`src/rtl/estado_pkg.sv`:
```
// Expression codes shared by the pet state logic and the display driver.
package estado_pkg;

  localparam int EXPR_W = 3;

  typedef logic [EXPR_W-1:0] expr_t;

  localparam expr_t FELIZ      = 3'd0;
  localparam expr_t HAMBRIENTO = 3'd1;
  localparam expr_t ENFERMO    = 3'd2;
  localparam expr_t CANSADO    = 3'd3;
  localparam expr_t TRISTE     = 3'd4;
  localparam expr_t MUERTO     = 3'd5;

endpackage

```
`src/rtl/contador_permanencia.sv`:
```
// Dwell counter: counts enabled cycles, pulses done on the N-th one and restarts.
// clr restarts the count within the current cycle; en low clears it.
module contador_permanencia #(
  parameter int N = 1
) (
  input  logic clk,
  input  logic reset,
  input  logic clr,
  input  logic en,
  output logic done
);

  localparam int W = $clog2(N + 1);
  localparam logic [W-1:0] LAST = W'(N - 1);
  localparam logic [W-1:0] MAXV = W'(N);

  logic [W-1:0] cnt;
  logic [W-1:0] eff;

  function automatic logic [W-1:0] inc_sat(input logic [W-1:0] v);
    return (v >= MAXV) ? MAXV : v + 1'b1;
  endfunction

  always_comb begin
    eff  = clr ? '0 : cnt;
    done = en && (eff == LAST);
  end

  always_ff @(posedge clk) begin
    if (!reset) begin
      cnt <= '0;
    end else if (!en || done) begin
      cnt <= '0;
    end else begin
      cnt <= inc_sat(eff);
    end
  end

endmodule

```
`src/rtl/estado_mascota.sv`:
```
// Pet expression selector: debounced need priority, death latch and test sweep.
// All outputs are registered from the next state so they align with the state change.
module estado_mascota
  import estado_pkg::*;
#(
  parameter int MIN_HOLD = 50_000_000,
  parameter int T_MUERTE = 500_000_000,
  parameter int T_TEST   = 100_000_000,
  parameter int UMBRAL   = 1
) (
  input  logic       clk,
  input  logic       reset,
  input  logic [1:0] nivel_animo,
  input  logic [1:0] nivel_energia,
  input  logic [1:0] nivel_descanso,
  input  logic [1:0] nivel_medicina,
  input  logic       senal_test,
  output logic [2:0] expresion,
  output logic       activo_comida,
  output logic       activo_medicina,
  output logic       alarma,
  output logic       muerto
);

  localparam logic [1:0] UMB = 2'(UMBRAL);

  expr_t state;
  expr_t state_d;
  expr_t cand;
  expr_t cand_prev;
  expr_t step;
  expr_t step_d;

  logic dwell_en;
  logic dwell_clr;
  logic dwell_done;
  logic death_en;
  logic death_done;
  logic sweep_done;

  function automatic expr_t elegir(input logic [1:0] a, input logic [1:0] e,
                                   input logic [1:0] d, input logic [1:0] m);
    if (m <= UMB) return ENFERMO;
    if (e <= UMB) return HAMBRIENTO;
    if (d <= UMB) return CANSADO;
    if (a <= UMB) return TRISTE;
    return FELIZ;
  endfunction

  function automatic logic tres_ceros(input logic [1:0] a, input logic [1:0] e,
                                      input logic [1:0] d, input logic [1:0] m);
    logic [2:0] n;
    n = {2'b0, a == 2'd0} + {2'b0, e == 2'd0} + {2'b0, d == 2'd0} + {2'b0, m == 2'd0};
    return n >= 3'd3;
  endfunction

  function automatic logic es_necesidad(input expr_t s);
    return (s >= HAMBRIENTO) && (s <= TRISTE);
  endfunction

  always_comb begin
    cand      = elegir(nivel_animo, nivel_energia, nivel_descanso, nivel_medicina);
    // Evaluation is frozen in test mode and once dead; death still counts in test.
    dwell_en  = !senal_test && !muerto && (cand != state);
    dwell_clr = (cand != cand_prev);
    death_en  = tres_ceros(nivel_animo, nivel_energia, nivel_descanso, nivel_medicina);
  end

  contador_permanencia #(.N(MIN_HOLD)) u_dwell (
    .clk   (clk),
    .reset (reset),
    .clr   (dwell_clr),
    .en    (dwell_en),
    .done  (dwell_done)
  );

  contador_permanencia #(.N(T_MUERTE)) u_death (
    .clk   (clk),
    .reset (reset),
    .clr   (1'b0),
    .en    (death_en),
    .done  (death_done)
  );

  contador_permanencia #(.N(T_TEST)) u_sweep (
    .clk   (clk),
    .reset (reset),
    .clr   (1'b0),
    .en    (senal_test),
    .done  (sweep_done)
  );

  // Death overrides a dwell completion on the same edge.
  always_comb begin
    state_d = state;
    if (death_done) begin
      state_d = MUERTO;
    end else if (dwell_done) begin
      state_d = cand;
    end

    step_d = step;
    if (!senal_test) begin
      step_d = FELIZ;
    end else if (sweep_done) begin
      step_d = (step == MUERTO) ? FELIZ : expr_t'(step + 3'd1);
    end
  end

  always_ff @(posedge clk) begin
    if (!reset) begin
      state           <= FELIZ;
      cand_prev       <= FELIZ;
      step            <= FELIZ;
      muerto          <= 1'b0;
      expresion       <= FELIZ;
      activo_comida   <= 1'b1;
      activo_medicina <= 1'b0;
      alarma          <= 1'b0;
    end else begin
      state     <= state_d;
      cand_prev <= cand;
      step      <= step_d;
      if (death_done) begin
        muerto <= 1'b1;
      end
      if (senal_test) begin
        expresion       <= step;
        activo_comida   <= 1'b1;
        activo_medicina <= 1'b1;
        alarma          <= 1'b0;
      end else begin
        expresion       <= state_d;
        activo_comida   <= !((state_d == CANSADO) || (state_d == MUERTO));
        activo_medicina <= (state_d == ENFERMO);
        alarma          <= (state_d != state) && es_necesidad(state_d);
      end
    end
  end

endmodule

```
`config.mk`:
```
export PLATFORM = sky130hd
export DESIGN_NAME = estado_mascota
export DESIGN_NICKNAME = d
export VERILOG_FILES = /design/src/rtl/estado_pkg.sv /design/src/rtl/contador_permanencia.sv /design/src/rtl/estado_mascota.sv
export SDC_FILE = /design/constraint.sdc
export NUM_CORES = 1
export LEC_CHECK = 0
export ABC_AREA = 1
export BUFFER_PORTS_ARGS = -buffer_cell sky130_fd_sc_hd__buf_4
export CORE_MARGIN = 5
export CORE_UTILIZATION = 50
export DETAILED_ROUTE_END_ITERATION = 16
export PLACE_DENSITY = 0.66
export SLEW_MARGIN = 10
export SYNTH_ARGS = -nofsm -noshare
export SYNTH_HDL_FRONTEND = slang
export SYNTH_SLANG_ARGS = --single-unit
```
`constraint.sdc`:
```
create_clock -name clk -period 4.2 [get_ports clk]
set_input_delay 1.05 -clock clk [delete_from_list [all_inputs] [get_ports clk]]
set_output_delay 1.05 -clock clk [all_outputs]
set_load 0.005 [all_outputs]
```
==> metrics <==
Placeable Area 10,800 sq um; Fin Setup TNS 0 ns; ratio of final minimum period to clock period 83.4%; Die Footprint 13,200 sq um; Lkg Pwr ~2.2 nW; GRT Total Usage 18.7%; total global routing overflow 0; Yosys reg bits 98; CTS hold repair buffers 0; pwr/cell area 274 nW/um^2; Worst EP arrival 3.80 ns; Syn Area/Cell slightly below 7 sq um; Filler Cell Count 1,067; Post-synth EDFFs 0; wire per inst about 12 um; asr flop ratio synth 0%; Post-Synthesis Cells 802; WL final 11,800 um; post-synthesis sequential area ratio 35.6%; Slew Limit Fails 0; area grow syn2layout 8.58%; CTS clk-pin slew, worst paths 0.10 ns; crit-path leading delay family simple AND/OR/NAND/NOR gates; Max stage delay on crit path 0.54 ns; dpl hpwl 8850 um; synth warn 0; commonest non-fill, non-tap cell in the layout nand2_1; DR iter-0 viols 314; Synth area leader dfxtp_1; WS Path Type in -> reg; Die W 115 um; I/O Pins 18; most frequent cells in the layout nand2_1 (145), nor2_1 (127), inv_1 (121); crit-path max FO 5; vias in the first global route about 4,600; min cycle time layout 3.50 ns; cell mode on critical path nand2_1; CTS tree built; Synth cell types 49; initial antenna violation count 0; clock buffer count from CTS 9; first-pass GRT wire length 20,300 um; DR vias/cell 5.21; Required @ worst endpoint 4.49 ns; status finished, final reports clean; H-tree Lvls 3; Peak VDD IR 267 uV; Startpoint Class input pin; remaining routing DRC violations 0; postcts setup bufs 0; Worst-Skew Late Latency around 0.4 ns; synthesized area 5510 sq um; row count 38; TritonRoute pass-1 iters 4; syn_nets 821; Critical Path End Type flip-flop; largest net degree at the start of global routing 18; Initial Utilization 50.8%; post-route clock skew around 0.013 ns; fmax 285 MHz; r2r setup slk 1.42 ns; Hold Violations, Final 0; Sink Count 98; final worst slack a little under 0.7 ns; buffers plus inverters on the worst setup path 4; max_slew headroom about three fifths; worst slew pin tran 0.604 ns; fraction of layout cells with a size suffix above 1 11.0%; synth top area cells dfxtp_1 (36%), nand2_1 (9.9%), nor2_1 (8.6%), inv_1 (8.2%), nand3_1 (4.8%); Yosys top cell area share between 30% and 40%; ANT cells 0; Port Buf Inserts 17; Resized cells post-CTS 0; CP Cell Sequence buf_4 -> or2_2 -> fa_1 -> inv_1 -> ha_1 -> ha_1 -> a21oi_1 -> inv_1 -> nand4_1 -> nand3_2 -> nand2_1 -> nand2_1 -> nor2_1 -> nand2_1 -> nand2_1 -> inv_1; via count slightly above 5,000; Nets roughly 850; count of final setup violators 0; gpl congestion approximately 0.85; worst min path class reg -> reg; Setup WS pre-CTS 0.250 ns; clk root buf clkbuf_8; max-cap check violation count 0; Die Ht 115 um; CTS max path bufs 2; slowest CP cell fa_1; dominant synthesized flop cell dfxtp_1; unrepaired setup endpoints after global routing false; ANT nets after route 0
## power by group
part / internal, mW / leakage, nW / switching (mW) / total (mW)
clock: 0.274 / 0.0917 / 0.336 / 0.610
sequential: 0.933 / 0.790 / 0.00352 / 0.936
combinational: 0.0290 / 1.27 / 0.0656 / 0.0946
total: 1.24 / 2.16 / 0.406 / 1.64
## registers in the layout (all words and copies together) (netlist names)
register,cells
muerto,1
activo_comida,1
u_death.cnt,29
u_dwell.cnt,26
alarma,1
cand_prev,3
step,3
expresion,3
state,3
u_sweep.cnt,27
activo_medicina,1
## logic make-up (layout without fill, tap and decap cells)
kind of cell | count (synthesis) | count (layout) | share of synthesized area (%)
XOR/XNOR | 27 | 27 | 4.29
adder cells (fa/ha/maj) | 8 | 8 | 1.95
buffers and inverters | 136 | 164 | 9.87
AO/OA/AOI/OAI | 87 | 87 | 8.92
flip-flops | 98 | 98 | 35.6
AND/OR/NAND/NOR | 446 | 446 | 39.4
## synth_stat cells, drive strengths merged, types with 2 or more instances
master	n
nand2	154
nor2	142
inv	123
dfxtp	98
nand3	58
a21oi	42
nand4	29
nor3	27
o21ai	22
xor2	21
nor3b	13
or2	13
a31oi	10
nor4	8
buf	7
ha	7
xnor2	6
o211ai	5
clkbuf	4
clkinv	2
## cell type report
cell class	instances	area, sq um	share of cell area [%]
clock inverter	6	67.6	1.13
multi-input combinational	568	3010	50.2
tap	140	175	2.93
inverter	125	470	7.86
clock buffer	9	124	2.07
sequential	98	1960	32.8
timing repair buffer	24	180	3.01
## per-layer routing
| layer | vias to the layer above | GRT usage (%) | wire length (um) |
|---|---|---|---|
| li1 | 2636 | - | - |
| met1 | 2294 | 23.6 | 5400 |
| met2 | 100 | 31.5 | 5650 |
| met3 | 23 | 2.89 | 452 |
| met4 | 0 | 8.14 | 275 |
| met5 | - | 0 | 0 |
## path summary, 6_finish.rpt
kind | start | end | cells past startpoint
max | nivel_animo[1] | alarma$_SDFF_PP0_ | 16
min | u_death.cnt[0]$_SDFF_PP0_ | u_death.cnt[0]$_SDFF_PP0_ | 1
max reg2reg | cand_prev[0]$_SDFF_PN0_ | u_dwell.cnt[8]$_SDFF_PP0_ | 16
min reg2reg | u_death.cnt[0]$_SDFF_PP0_ | u_death.cnt[0]$_SDFF_PP0_ | 1
## through the flow
step	utilization [%]	area (sq um)	hold WS, ns	power, mW	instances
floorplan	-	5510	0.430	1.02	802
global placement	53.4	5790	0.442	1.05	955
detailed placement	53.4	5790	0.452	1.05	955
CTS	55.2	5980	0.473	1.66	970
global route	55.2	5980	0.484	1.72	970
finish	55.2	5980	0.468	1.64	970
(Power assumes the default switching activity.)
